--- src/rtl/video_pattern_gen.sv ---
// Raster timing generator with four selectable test patterns and registered video outputs.
// Defining PATGEN_NOISE_EN adds LFSR-driven salt-and-pepper noise on active pixels.
module video_pattern_gen #(
   parameter int   H_ACTIVE = 1280,
   parameter int   H_FP     = 110,
   parameter int   H_SYNC   = 40,
   parameter int   H_BP     = 220,
   parameter int   V_ACTIVE = 720,
   parameter int   V_FP     = 5,
   parameter int   V_SYNC   = 5,
   parameter int   V_BP     = 20,
   parameter logic HS_POL   = 1'b1,
   parameter logic VS_POL   = 1'b1
) (
   input  logic       clk,
   input  logic       rst_n,
   input  logic       en,
   input  logic [1:0] pattern_sel,
   output logic [7:0] tx_red,
   output logic [7:0] tx_green,
   output logic [7:0] tx_blue,
   output logic       tx_dv,
   output logic       tx_hs,
   output logic       tx_vs,
   output logic       frame_start
);

   localparam int H_TOTAL = H_ACTIVE + H_FP + H_SYNC + H_BP;
   localparam int V_TOTAL = V_ACTIVE + V_FP + V_SYNC + V_BP;
   localparam int HW      = $clog2(H_TOTAL);
   localparam int VW      = $clog2(V_TOTAL);

   localparam logic [HW-1:0] H_ZERO  = HW'(0);
   localparam logic [HW-1:0] H_ONE   = HW'(1);
   localparam logic [HW-1:0] H_LAST  = HW'(H_TOTAL - 1);
   localparam logic [HW-1:0] H_ACT_C = HW'(H_ACTIVE);
   localparam logic [HW-1:0] HS_BEG  = HW'(H_ACTIVE + H_FP);
   localparam logic [HW-1:0] HS_END  = HW'(H_ACTIVE + H_FP + H_SYNC);
   localparam logic [VW-1:0] V_ZERO  = VW'(0);
   localparam logic [VW-1:0] V_ONE   = VW'(1);
   localparam logic [VW-1:0] V_LAST  = VW'(V_TOTAL - 1);
   localparam logic [VW-1:0] V_ACT_C = VW'(V_ACTIVE);
   localparam logic [VW-1:0] VS_BEG  = VW'(V_ACTIVE + V_FP);
   localparam logic [VW-1:0] VS_END  = VW'(V_ACTIVE + V_FP + V_SYNC);
   localparam logic [31:0]   BAR_W   = 32'(H_ACTIVE / 8);

   logic [HW-1:0] h_q, h_d;
   logic [VW-1:0] v_q, v_d;
   logic [1:0]    pat_q, pat_d;
   logic          dv_q, hs_q, vs_q, fs_q;
   logic [23:0]   rgb_q;

   logic          at_origin_s, active_s, hs_on_s, vs_on_s;
   logic [1:0]    pat_s;
   logic [31:0]   x_s;
   logic [7:0]    x8_s, y8_s;
   logic [2:0]    bar_s;
   logic [23:0]   pat_rgb_s, pix_s;

   assign at_origin_s = (h_q == H_ZERO) && (v_q == V_ZERO);
   assign active_s    = (h_q < H_ACT_C) && (v_q < V_ACT_C);
   assign hs_on_s     = (h_q >= HS_BEG) && (h_q < HS_END);
   assign vs_on_s     = (v_q >= VS_BEG) && (v_q < VS_END);
   assign x_s         = 32'(h_q);
   assign x8_s        = 8'(h_q);
   assign y8_s        = 8'(v_q);

   // The first pixel of a frame already uses the freshly sampled selection.
   assign pat_s = at_origin_s ? pattern_sel : pat_q;

   // Raster counter next state; dropping en abandons the frame.
   always_comb begin
      h_d = h_q;
      v_d = v_q;
      if (!en) begin
         h_d = H_ZERO;
         v_d = V_ZERO;
      end else if (h_q == H_LAST) begin
         h_d = H_ZERO;
         if (v_q == V_LAST) begin
            v_d = V_ZERO;
         end else begin
            v_d = v_q + V_ONE;
         end
      end else begin
         h_d = h_q + H_ONE;
         v_d = v_q;
      end
   end

   // Pattern selection is latched once per frame.
   always_comb begin
      if (en && at_origin_s) begin
         pat_d = pattern_sel;
      end else begin
         pat_d = pat_q;
      end
   end

   // Bar index by threshold comparison avoids a divider for non power-of-two widths.
   always_comb begin
      bar_s = 3'd0;
      for (int k = 1; k < 8; k++) begin
         bar_s = (x_s >= 32'(k) * BAR_W) ? 3'(k) : bar_s;
      end
   end

   // Bar colour components: red off for bars 2,3,6,7; green off for 4..7; blue off for odd bars.
   always_comb begin
      case (pat_s)
         2'd0:    pat_rgb_s = {{8{~bar_s[1]}}, {8{~bar_s[2]}}, {8{~bar_s[0]}}};
         2'd1:    pat_rgb_s = {x8_s, y8_s, 8'h00};
         2'd2:    pat_rgb_s = (x8_s[4] ^ y8_s[4]) ? 24'hFFFFFF : 24'h000000;
         2'd3:    pat_rgb_s = 24'h808080;
         default: pat_rgb_s = 24'h000000;
      endcase
   end

`ifdef PATGEN_NOISE_EN
   logic [15:0] lfsr_q, lfsr_d;

   function automatic logic [15:0] lfsr_next(input logic [15:0] s);
      return {s[14:0], s[15] ^ s[13] ^ s[12] ^ s[10]};
   endfunction

   // The LFSR only steps on pixels that are actually displayed.
   always_comb begin
      if (en && active_s) begin
         lfsr_d = lfsr_next(lfsr_q);
      end else begin
         lfsr_d = lfsr_q;
      end
   end

   always_comb begin
      if (lfsr_q[15:10] == 6'd0) begin
         pix_s = lfsr_q[0] ? 24'hFFFFFF : 24'h000000;
      end else begin
         pix_s = pat_rgb_s;
      end
   end

   always_ff @(posedge clk or negedge rst_n) begin
      if (!rst_n) begin
         lfsr_q <= 16'hACE1;
      end else begin
         lfsr_q <= lfsr_d;
      end
   end
`else
   always_comb begin
      pix_s = pat_rgb_s;
   end
`endif

   // Raster position and frame pattern state.
   always_ff @(posedge clk or negedge rst_n) begin
      if (!rst_n) begin
         h_q   <= H_ZERO;
         v_q   <= V_ZERO;
         pat_q <= 2'd0;
      end else begin
         h_q   <= h_d;
         v_q   <= v_d;
         pat_q <= pat_d;
      end
   end

   // Output stage: one clock behind the raster counters, idle while disabled.
   always_ff @(posedge clk or negedge rst_n) begin
      if (!rst_n) begin
         dv_q  <= 1'b0;
         hs_q  <= ~HS_POL;
         vs_q  <= ~VS_POL;
         fs_q  <= 1'b0;
         rgb_q <= 24'h000000;
      end else if (en) begin
         dv_q  <= active_s;
         hs_q  <= hs_on_s ? HS_POL : ~HS_POL;
         vs_q  <= vs_on_s ? VS_POL : ~VS_POL;
         fs_q  <= at_origin_s;
         rgb_q <= active_s ? pix_s : 24'h000000;
      end else begin
         dv_q  <= 1'b0;
         hs_q  <= ~HS_POL;
         vs_q  <= ~VS_POL;
         fs_q  <= 1'b0;
         rgb_q <= 24'h000000;
      end
   end

   assign tx_red      = rgb_q[23:16];
   assign tx_green    = rgb_q[15:8];
   assign tx_blue     = rgb_q[7:0];
   assign tx_dv       = dv_q;
   assign tx_hs       = hs_q;
   assign tx_vs       = vs_q;
   assign frame_start = fs_q;

endmodule

--- config.mk ---
export PLATFORM = sky130hd
export DESIGN_NAME = video_pattern_gen
export DESIGN_NICKNAME = d
export VERILOG_FILES = /design/src/rtl/video_pattern_gen.sv
export SDC_FILE = /design/constraint.sdc
export NUM_CORES = 1
export LEC_CHECK = 0
export BUFFER_PORTS_ARGS = -buffer_cell sky130_fd_sc_hd__buf_2
export CORE_MARGIN = 3
export CORE_UTILIZATION = 59
export CTS_CLUSTER_SIZE = 30
export DETAILED_ROUTE_END_ITERATION = 7
export PLACE_DENSITY = 0.86
export SLEW_MARGIN = 20
export SYNTH_ARGS = -nofsm -noshare
export SYNTH_HDL_FRONTEND = slang
export SYNTH_SLANG_ARGS = --single-unit
--- constraint.sdc ---
create_clock -name clk -period 3.6 [get_ports clk]
set_input_delay 0.9 -clock clk [delete_from_list [all_inputs] [get_ports clk]]
set_output_delay 0.9 -clock clk [all_outputs]
set_load 0.02 [all_outputs]
==> results of run 1 <==
worst max-delay path, cell delays in order, from the launching register on:
cell and delay, ns:
dfrtp_1 0.44, inv_1 0.14, ha_1 0.18, nor4b_1 0.28, nand4_1 0.25, o21ai_0 0.73, buf_4 0.28, nand3_1 0.10
a21oi_1 0.18
worst paths after layout:
kind,from,end,slack [ns],depth (start not counted)
setup / recovery,v_q[1]$_DFFE_PN0P_,rgb_q[17]$_DFF_PN0_,0.95,8
hold / removal,rst_n,rgb_q[9]$_DFF_PN0_,0.58,1
setup reg to reg,v_q[1]$_DFFE_PN0P_,rgb_q[17]$_DFF_PN0_,0.95,8
hold reg to reg,v_q[9]$_DFFE_PN0P_,v_q[9]$_DFFE_PN0P_,0.59,1
max in group asynchronous,rst_n,h_q[4]$_DFF_PN0_,2.64,1
min in group clk,v_q[9]$_DFFE_PN0P_,v_q[9]$_DFFE_PN0P_,0.59,1
power by group through the flow:
| stage | Sequential (mW) | Combinational (mW) | Clock (mW) |
|---|---|---|---|
| global placement | 0.582 | 0.232 | 0 |
| CTS | 0.574 | 0.240 | 0.398 |
| floorplan | 0.630 | 0.115 | 0 |
| global route | 0.579 | 0.260 | 0.418 |
| detailed placement | 0.584 | 0.238 | 0 |
| finish | 0.574 | 0.238 | 0.397 |
cells by family (layout without fill, tap and decap cells):
family	after synthesis	count (layout)	synth area share (%)
mux	4	4	1.794
xor+xnor	12	12	4.305
simple gates	99	99	20.20
fa+ha+maj	8	8	3.998
buf+inv	35	53	7.124
flops	45	45	46.13
compound gates	65	65	16.45
per-layer routing:
layer  vias to the layer above  GRT usage (%)  part of all wire [%]
met3                        27          4.604                   8.5
li1                        963              -                     -
met5                         -              0                     0
met1                       990          30.19                    41
met2                       119          35.65                    47
met4                         0          9.362                   3.2
flip-flops by register name (all words and copies together), names as in the netlist:
signal and flops:
tx_hs 1, pat_q 2, tx_vs 1, v_q 10
tx_dv 1, rgb_q 18, frame_start 1, h_q 11
through the flow:
step,hold WS [ns],utilization (%)
after detailed placement,0.5625,66.58
after global placement,0.5356,66.58
final,0.5753,69.78
after floorplan,0.4917,-
after CTS,0.5749,69.72
after global routing,0.6065,69.78
layout make-up:
| cell class | instances | area, sq um |
|---|---|---|
| Sequential cell | 45 | 1126 |
| Timing Repair Buffer | 35 | 185.2 |
| Inverter | 10 | 37.54 |
| Fill cell | 277 | 1156 |
| Clock buffer | 6 | 82.58 |
| Clock inverter | 2 | 37.54 |
| Multi-Input combinational cell | 188 | 1141 |
| Tap cell | 48 | 60.06 |
placed cells by master, fill, tap and decap left out, types with 2 or more instances in the layout:
| master | synthesis | final |
|---|---|---|
| inv_1 | 10 | 10 |
| o21ai_0 | 18 | 18 |
| dfrtp_1 | 45 | 45 |
| o31ai_1 | 4 | 4 |
| nor3_1 | 6 | 6 |
| buf_4 | 7 | 4 |
| ha_1 | 7 | 7 |
| nand4_1 | 6 | 6 |
| a211oi_1 | 3 | 3 |
| xnor2_1 | 11 | 11 |
| nor4_1 | 3 | 3 |
| nand3_1 | 12 | 12 |
| and2_1 | 3 | 3 |
| clkbuf_8 | 0 | 6 |
| nand2_1 | 24 | 24 |
| mux2_2 | 3 | 3 |
| nor2_1 | 25 | 25 |
| o211ai_1 | 3 | 3 |
| or3_1 | 2 | 2 |
| a31oi_1 | 4 | 4 |
| or4_4 | 2 | 2 |
| and3_1 | 4 | 4 |
| a21oi_1 | 22 | 22 |
| nand2b_1 | 4 | 4 |
| nor3b_1 | 2 | 2 |
| buf_2 | 1 | 31 |
| nor2b_1 | 2 | 2 |
==> impl_results.md, run 1 <==
- First-pass GRT wire length: 8.990 mm
- Setup total negative slack: 0 ns
- Worst-Margin Slew: 0.9569 ns
- EDFF count, synth: 0
- Pint: 856.2 uW
- # DRC: 0
- Max cap viols: 0
- CTS buffer count: 5
- Die Wd: 70.32 microns
- Max Slew Vio Count: 0
- Largest net degree at the start of global routing: 46
- Hold Fails Final Rpt: 0
- RSZ-0062 raised after global routing: false
- Non-filler instance count after layout: 334
- Clk buf depth: 2
- Crit path time final: 2.650 ns
- CTS tree: done
- Top cells by area, synth: dfrtp_1 (46%), a21oi_1 (4.5%), xnor2_1 (3.9%), nor2_1 (3.8%), o21ai_0 (3.7%)
- Wire per inst: 16.26 microns
- Dpl cell area: 0.002547 sq mm
- Nets@finish: 297
- Resized cells post-CTS: 0
- Final setup skew: 0.006851 ns
- Largest area contributor in the netlist: dfrtp_1
- Initial cell density of the core: 63.80%
- CP Max Fanout: 8
- Die area: 0.004945 sq mm
- Buffers on Ports: 32
- Post-route ant nets: 0
- Seq cells post-synth: 45
- Gr ovfl total: 0
- Top-area cell type share of the netlist area: 46.13%
- Status: finished, final reports clean
- Post-synthesis async set-or-reset flop share: 100.0%
- Worst Setup End Kind: flip-flop
- # rows: 22
- Placed insts: 326
- Switching Fraction: 29.19%
- Vias post-DR: 2099
- Main synth FF type: dfrtp_1
- Final instance area: 0.002670 sq mm
- DP HPWL: 3.631 mm
- Most numerous cell in the Yosys netlist: dfrtp_1
- Mean area per synthesized cell: 9.109 sq um
- Final worst setup slack: 0.9496 ns
- Setup WS pre-CTS: 1.050 ns
- CTS sink count: 45
- LEAKAGE: 1.187 nW
- Syn Inst Count: 268
- Routability cong.: 0.9033
- Total track usage: 22.60%
- Max Clock Freq: 0.3773 GHz
- Worst Path Required: 3.83 ns
- Initial detailed-routing violation count: 243
- CORE AREA: 0.003826 sq mm
- Count of cell types in the netlist: 47
- Peak VDD IR: 0.2008 mV
- Ratio of cells with drive above 1 in the final layout: 17.83%
- Total power: 1.209 mW
- Cts hold-fix bufs: 0
- I/O pin total: 33
- Number of global-route vias before repair: 1903
- Root Driver: clkbuf_8
- Share of total power in the clock network: 32.9%
- Flop pwr share: 47.4%
- Number of iterations in the first detailed-routing pass: 6
- CP Launch Type: flip-flop
- Routed Wire Length: 5.430 mm
- P&R area growth vs syn: 9.380%
- Comb power frac: 19.7%
- Worst-Skew Late Latency: 0.30 ns
- CTS clk-pin slew, worst paths: 0.08 ns
- Hold Path Class: input port to asynchronous set/reset pin
- Vias per std cell: 6.284
- Seq/Total Area, Yosys: 46.13%
- Synth Net Count: 280
- Post-Syn Area: 0.002441 sq mm
- Initial antenna violation count: 0
- NetSw: 353.0 uW
- CTS H-tree depth: 2
- Period utilization: 73.62%
- # setup viols final: 0
- DIE HEIGHT: 70.32 microns
- Worst Path Arrival: 2.88 ns
- Setup bufs post-CTS: 0
- Synth warn: 0
- PwrDens: 452.9 mW/mm^2
- Slew Limit Headroom: 35.66%
- Crit Path Category: flip-flop to flip-flop
- N_diodes: 0
- Most instantiated cells after synthesis: dfrtp_1 (45), nor2_1 (25), nand2_1 (24)
Note: power is estimated with default switching activity, not from simulation.
==> run 2, diff against run 1 <==
Settings changed: ABC_AREA set to 1, CORE_UTILIZATION 59 to 58, PLACE_DENSITY 0.86 to 0.85.
Clock period 3.6 ns to 2.6 ns, I/O delays scaled along.
==> run 2 against run 1 <==
Clock skew down 0.0010 ns. Register-to-register slack got worse by 0.57 ns. Worst setup slack lost 0.57 ns. Non-clock buffer count fell by 1.
==> impl_results.md, run 2 <==
- CTS sink count: 45 (unchanged)
- Worst-Skew Late Latency: 0.29 ns (about the same)
- Routed Wire Length: 5.227 mm (-3.7%)
- GR Util met2: 33.17% (-2.5 points)
- M1 GR Usage: 27.63% (-2.6 points)
- DIE HEIGHT: 73.69 microns (+4.8%)
- Seq/Total Area, Yosys: 42.37% (-3.8 points)
- Total track usage: 20.72% (-1.9 points)
- Number of iterations in the first detailed-routing pass: 4 (-2)
- Most numerous cell in the Yosys netlist: nor2_1
- Max reg flops: 18 (unchanged)
- Buffers on Ports: 32 (unchanged)
- Crit Path Category: flip-flop to flip-flop
- # setup viols final: 0 (unchanged)
- Most frequent cells in the layout: nor2_1 (62), nand2_1 (46), dfrtp_1 (45)
- RR Endpoint: rgb_q[23]$_DFF_PN0_
- # DRC: 0 (unchanged)
- CP peak stage delay: 0.45 ns (-0.28 ns)
- Switching Fraction: 29.63% (+0.44 points)
- Ratio of cells with drive above 1 in the final layout: 22.25% (+4.4 points)
- Die area: 0.005430 sq mm (+9.8%)
- Post-synthesis async set-or-reset flop share: 100.0% (unchanged)
- Hold Path Class: input port to asynchronous set/reset pin
- Routability cong.: 0.8832 (-2.2%)
- Critical-path top delay cell: nand2_2
- CP startpoint: v_q[1]$_DFFE_PN0P_
- Most instantiated cells after synthesis: nor2_1 (62), nand2_1 (46), dfrtp_1 (45)
- NetSw: 496.9 uW (+41%)
- Resized cells post-CTS: 0 (unchanged)
- Crit path time final: 2.221 ns (-0.4290 ns)
- Final setup skew: 0.005805 ns (-0.001046 ns)
- Root Driver: clkbuf_8
- CTS H-tree depth: 2 (unchanged)
- CTS tree: done
- Period utilization: 85.44% (+12 points)
- Worst Path Required: 2.79 ns (-1.04 ns)
- Comb power frac: 22.4% (+2.7 points)
- Initial antenna violation count: 0 (unchanged)
- CP Max Fanout: 20 (+12)
- # rows: 23 (+4.5%)
- Cts hold-fix bufs: 0 (unchanged)
- Count of cell types in the netlist: 37 (-21%)
- DP HPWL: 3.891 mm (+7.2%)
- Wire per inst: 12.91 microns (-21%)
- LEAKAGE: 1.483 nW (+25%)
- CP Launch Type: flip-flop
- Number of global-route vias before repair: 1970 (+3.5%)
- Initial detailed-routing violation count: 185 (-24%)
- N_diodes: 0 (unchanged)
- Vias per std cell: 5.400 (-14%)
- Top-area cell type share of the netlist area: 42.37% (-3.8 points)
- Worst-path cell chain: inv_1, ha_1, inv_1, nor2_1, nand2_1, nor2_1, nand4_1, nand2_2, nand3_2, nand2_1, nor2_1
- Placed insts: 397 (+22%)
- Worst Path Arrival: 2.41 ns (-0.47 ns)
- Worst-Margin Slew: 0.5382 ns (-0.4187 ns)
- Nets@finish: 366 (+23%)
- FF-to-FF setup slack: 0.38 ns (-0.57 ns)
- CP dominant cell by count: nor2_1
- RSZ-0062 raised after global routing: false
- Crit path max-delay family: simple AND/OR/NAND/NOR gates
- Reg2Reg Depth: 11 (+3)
- CP bufs+invs: 2 (unchanged)
- CTS clk-pin slew, worst paths: 0.08 ns (about the same)
- Worst Setup End Kind: flip-flop
- Post-Syn Area: 0.002658 sq mm (+8.9%)
- Vias post-DR: 2187 (+4.2%)
- Main synth FF type: dfrtp_1
- Gr ovfl total: 0 (unchanged)
- Max cap viols: 0 (unchanged)
- Met3 Usage GRT: 4.104% (-0.50 points)
- Sequential cell area: 0.001126 sq mm (unchanged)
- Flop pwr share: 45.9% (-1.5 points)
- Post-route ant nets: 0 (unchanged)
- CP Capture Point: rgb_q[23]$_DFF_PN0_
- I/O pin total: 33 (unchanged)
- Syn Inst Count: 327 (+22%)
- Area occupied by multi-input gates: 0.001242 sq mm (+8.9%)
- EDFF count, synth: 0 (unchanged)
- Hold Fails Final Rpt: 0 (unchanged)
- Biggest regs: rgb_q (18), h_q (11), v_q (10)
- Top cells by area, synth: dfrtp_1 (42%), nor2_1 (8.8%), nand2_1 (6.5%), inv_1 (5.4%), a21oi_2 (3.3%)
- Slew Limit Headroom: 63.99% (+28 points)
- First-pass GRT wire length: 8.721 mm (-3.0%)
- Reg with most FFs: rgb_q
- Mean area per synthesized cell: 8.127 sq um (-11%)
- Share of total power in the clock network: 31.7% (-1.2 points)
- Seq cells post-synth: 45 (unchanged)
- Grt peak-use layer: met2
- Max Clock Freq: 0.4502 GHz (+19%)
- Clk buf depth: 2 (unchanged)
- Reg-to-reg critical path startpoint: v_q[1]$_DFFE_PN0P_
- Peak VDD IR: 0.2828 mV (+41%)
- Pint: 1.180 mW (+38%)
- Synth Net Count: 339 (+21%)
- Max Slew Vio Count: 0 (unchanged)
- Initial cell density of the core: 63.25% (-0.55 points)
- Non-filler instance count after layout: 405 (+21%)
- Largest area contributor in the netlist: dfrtp_1
- Number of fill cells in the layout: 320 (+16%)
- P&R area growth vs syn: 9.040%
- PwrDens: 578.7 mW/mm^2 (+28%)
- Setup bufs post-CTS: 0 (unchanged)
- CORE AREA: 0.004202 sq mm (+9.8%)
- Synth warn: 0 (unchanged)
- Setup total negative slack: 0 ns (unchanged)
- Crit path depth: 11 (+3)
- Die Wd: 73.69 microns (+4.8%)
- Status: finished, final reports clean
- Most common cell after layout, fill and taps aside: nor2_1
- Largest net degree at the start of global routing: 46 (unchanged)
- CTS buffer count: 5 (unchanged)
==> run 2: cell count changes after synthesis, moves of 10 or more <==
cell      previous run  this run
a21oi_1             22        11
a21oi_2              0        10
clkbuf_1            14         1
inv_1               10        38
xnor2_1             11         1
nor2_1              25        62
nand2_1             24        46
==> run 2: power by group through the flow <==
stage	Sequential [mW]	Clock, mW	Combinational [mW]
2_1_floorplan	0.841	0	0.260
6_report	0.769	0.532	0.375
5_1_grt	0.775	0.567	0.413
4_1_cts	0.769	0.546	0.378
3_5_place_dp	0.783	0	0.378
3_3_place_gp	0.783	0	0.371
==> run 2: metal layers <==
metal	up-vias	part of all wire (%)
met5	-	0
met4	0	1.5
met3	7	7.6
met2	83	48
met1	1000	43
li1	1097	-
==> run 2: through the flow <==
| step | hold slack (ns) | power [mW] | setup WS, ns | instance area, sq um | util (%) |
|---|---|---|---|---|---|
| final | 0.3204 | 1.677 | 0.3786 | 2898 | 68.97 |
| after global routing | 0.3317 | 1.754 | 0.1816 | 2898 | 68.97 |
| after CTS | 0.3191 | 1.693 | 0.3855 | 2898 | 68.97 |
| after detailed placement | 0.5023 | 1.161 | 0.4084 | 2781 | 66.20 |
| after global placement | 0.4744 | 1.153 | 0.5461 | 2781 | 66.20 |
| after floorplan | 0.3544 | 1.101 | 0.8810 | 2658 | - |
==> run 2: final cells by class <==
cell class                 instances  share of cell area [%]
inverter                          42                   5.613
tap                               50                   2.159
multi-input combinational        226                   42.88
timing repair buffer              34                   6.477
sequential                        45                   38.86
clock inverter                     1                   1.036
clock buffer                       7                   2.979
==> run 2: worst min path at each step <==
stage                            endpoint  slack [ns]  cells after the start
floorplan           frame_start$_DFF_PN0_        0.35                      0
global placement     pat_q[0]$_DFFE_PN0P_        0.47                      2
detailed placement       h_q[0]$_DFF_PN0_        0.50                      1
CTS                    v_q[7]$_DFFE_PN0P_        0.32                      2
global route           v_q[7]$_DFFE_PN0P_        0.33                      2
finish                   h_q[9]$_DFF_PN0_        0.32                      2
==> run 2: logic make-up (layout without fill, tap and decap cells) <==
family | after synthesis | in the layout | synth area share (%)
fa+ha+maj | 7 | 7 | 3.296
simple gates | 160 | 160 | 28.81
buf+inv | 56 | 84 | 10.88
xor+xnor | 7 | 7 | 2.307
compound gates | 52 | 52 | 12.34
flops | 45 | 45 | 42.37
==> run 3, diff against run 2 <==
Settings changed: RECOVER_POWER set to 25.
==> run 3 against run 2 <==
Wire length about the same. Critical path depth unchanged. Combinational power about the same. Cell count unchanged. Die area unchanged. Clock power about the same. First-iteration DRC count increased by 0.54%. Utilization decreased by 0.36 points. Register-to-register slack about the same. Clock skew about the same. Total power decreased by 0.20%. Worst hold slack improved by 0.19 ns. Highest routed layer unchanged.
==> impl_results.md, run 3 (synthesis results as in run 2) <==
- Comb power frac: 22.2% (-0.2 points)
- Placed insts: 397 (unchanged)
- Worst-Skew Late Latency: 0.29 ns (about the same)
- Die Wd: 73.69 microns (unchanged)
- CTS H-tree depth: 2 (unchanged)
- Setup bufs post-CTS: 0 (unchanged)
- End point of the worst hold path: h_q[0]$_DFF_PN0_
- CTS sink count: 45 (unchanged)
- Setup WS pre-CTS: 0.4084 ns (unchanged)
- Worst Path Arrival: 2.41 ns (about the same)
- Crit path time final: 2.221 ns (+0.000001000 ns)
- Nets@finish: 366 (unchanged)
- Clk buf depth: 2 (unchanged)
- Vias per std cell: 5.393 (-0.14%)
- Initial antenna violation count: 0 (unchanged)
- P&R area growth vs syn: 8.474%
- Initial detailed-routing violation count: 186 (+0.54%)
- Buffers on Ports: 32 (unchanged)
- CP Max Fanout: 20 (unchanged)
- Slew Limit Headroom: 28.93% (-35 points)
- Reg-to-reg critical path startpoint: v_q[1]$_DFFE_PN0P_
- Worst Setup End Kind: flip-flop
- DIE HEIGHT: 73.69 microns (unchanged)
- Max Clock Freq: 0.4502 GHz (unchanged)
- Initial cell density of the core: 63.25% (unchanged)
- Worst-Margin Slew: 1.066 ns (+0.5279 ns)
- Reg with most FFs: rgb_q
- N_diodes: 0 (unchanged)
- LEAKAGE: 1.478 nW (-0.35%)
- CP dominant cell by count: nor2_1
- Critical-path top delay cell: nand2_2
- Peak VDD IR: 0.2824 mV (-0.15%)
- Max reg flops: 18 (unchanged)
- First-pass GRT wire length: 8.721 mm (unchanged)
- Routability cong.: 0.8832 (unchanged)
- Share of total power in the clock network: 31.8% (about the same)
- Flop pwr share: 46.0% (about the same)
- Worst min-delay path startpoint: h_q[0]$_DFF_PN0_
- NetSw: 496.1 uW (-0.16%)
- Crit path max-delay family: simple AND/OR/NAND/NOR gates
- I/O pin total: 33 (unchanged)
- # DRC: 0 (unchanged)
- Reg2Reg Depth: 11 (unchanged)
- Vias post-DR: 2184 (-0.14%)
- Biggest regs: rgb_q (18), h_q (11), v_q (10)
- Post-route ant nets: 0 (unchanged)
- DP HPWL: 3.891 mm (unchanged)
- # setup viols final: 0 (unchanged)
- Ratio of cells with drive above 1 in the final layout: 22.25% (unchanged)
- CTS clk-pin slew, worst paths: 0.08 ns (about the same)
- Status: finished, final reports clean
- RR Endpoint: rgb_q[23]$_DFF_PN0_
- Switching Fraction: 29.64% (about the same)
- Non-filler instance count after layout: 405 (unchanged)
- PwrDens: 580.6 mW/mm^2 (+0.32%)
- CP Launch Type: flip-flop
- Largest net degree at the start of global routing: 46 (unchanged)
- Most frequent cells in the layout: nor2_1 (62), nand2_1 (46), dfrtp_1 (45)
- Setup total negative slack: 0 ns (unchanged)
- Root Driver: clkbuf_8
- Wire per inst: 12.92 microns (about the same)
- CTS tree: done
- Max cap viols: 0 (unchanged)
- Hold Fails Final Rpt: 0 (unchanged)
- Final worst setup slack: 0.3786 ns (-0.000001000 ns)
- Hold Path Class: flip-flop to flip-flop
- Number of iterations in the first detailed-routing pass: 4 (unchanged)
- Total track usage: 20.72% (unchanged)
- CTS buffer count: 5 (unchanged)
- # rows: 23 (unchanged)
- Most common cell after layout, fill and taps aside: nor2_1
- Pint: 1.177 mW (-0.22%)
- Period utilization: 85.44% (about the same)
- FF-to-FF setup slack: 0.38 ns (about the same)
- Gr ovfl total: 0 (unchanged)
- Crit Path Category: flip-flop to flip-flop
- Final setup skew: 0.006106 ns (+0.0003009 ns)
- Die area: 0.005430 sq mm (unchanged)
- CP bufs+invs: 2 (unchanged)
- CP peak stage delay: 0.45 ns (about the same)
- Worst Path Required: 2.79 ns (about the same)
- Max Slew Vio Count: 0 (unchanged)
- Routed Wire Length: 5.231 mm (about the same)
- RSZ-0062 raised after global routing: false
- Hold path cells: 1
- CORE AREA: 0.004202 sq mm (unchanged)
- Cts hold-fix bufs: 0 (unchanged)
- Worst-path cell chain: inv_1, ha_1, inv_1, nor2_1, nand2_1, nor2_1, nand4_1, nand2_2, nand3_2, nand2_1, nor2_1
- Number of global-route vias before repair: 1970 (unchanged)
- Resized cells post-CTS: 0 (unchanged)
-- run 3: layout make-up --
class	count	area [sq um]
fillers	322	1319
multi-input cells	226	1242
flip-flops and latches	45	1126
repair buffers	34	172.7
inverters	42	162.7
clock buffers	7	86.33
well taps	50	62.56
clock inverters	1	30.03
-- run 3: worst max-delay path by stage --
stage	slack, ns	from	end	cells after the start
2_1_floorplan	0.88	v_q[1]$_DFFE_PN0P_	rgb_q[16]$_DFF_PN0_	12
3_3_place_gp	0.55	v_q[1]$_DFFE_PN0P_	rgb_q[7]$_DFF_PN0_	11
3_5_place_dp	0.41	v_q[1]$_DFFE_PN0P_	rgb_q[23]$_DFF_PN0_	11
4_1_cts	0.39	v_q[1]$_DFFE_PN0P_	rgb_q[23]$_DFF_PN0_	11
5_1_grt	0.18	v_q[1]$_DFFE_PN0P_	rgb_q[7]$_DFF_PN0_	11
6_report	0.38	v_q[1]$_DFFE_PN0P_	rgb_q[23]$_DFF_PN0_	11
-- run 3: power groups by stage --
stage                     logic, mW  registers, mW  clock network [mW]
after global routing          0.410          0.775               0.567
after detailed placement      0.378          0.783                   0
after floorplan               0.260          0.841                   0
final                         0.372          0.769               0.532
after CTS                     0.378          0.769               0.546
after global placement        0.371          0.783                   0
-- run 3: per-layer routing --
layer	routed length [microns]	GRT usage, %	vias to the layer above
met2	2495	33.17	79
met1	2277	27.63	1001
met5	0	0	-
li1	-	-	1097
met3	381	4.104	7
met4	77	7.847	0
-- run 3: through the flow --
| step | hold WS [ns] | area (sq um) | utilization (%) | power (mW) |
|---|---|---|---|---|
| after global routing | 0.5525 | 2883 | 68.61 | 1.751 |
| after CTS | 0.3191 | 2898 | 68.97 | 1.693 |
| after floorplan | 0.3544 | 2658 | - | 1.101 |
| after global placement | 0.4744 | 2781 | 66.20 | 1.153 |
| final | 0.5101 | 2883 | 68.61 | 1.674 |
| after detailed placement | 0.5023 | 2781 | 66.20 | 1.161 |
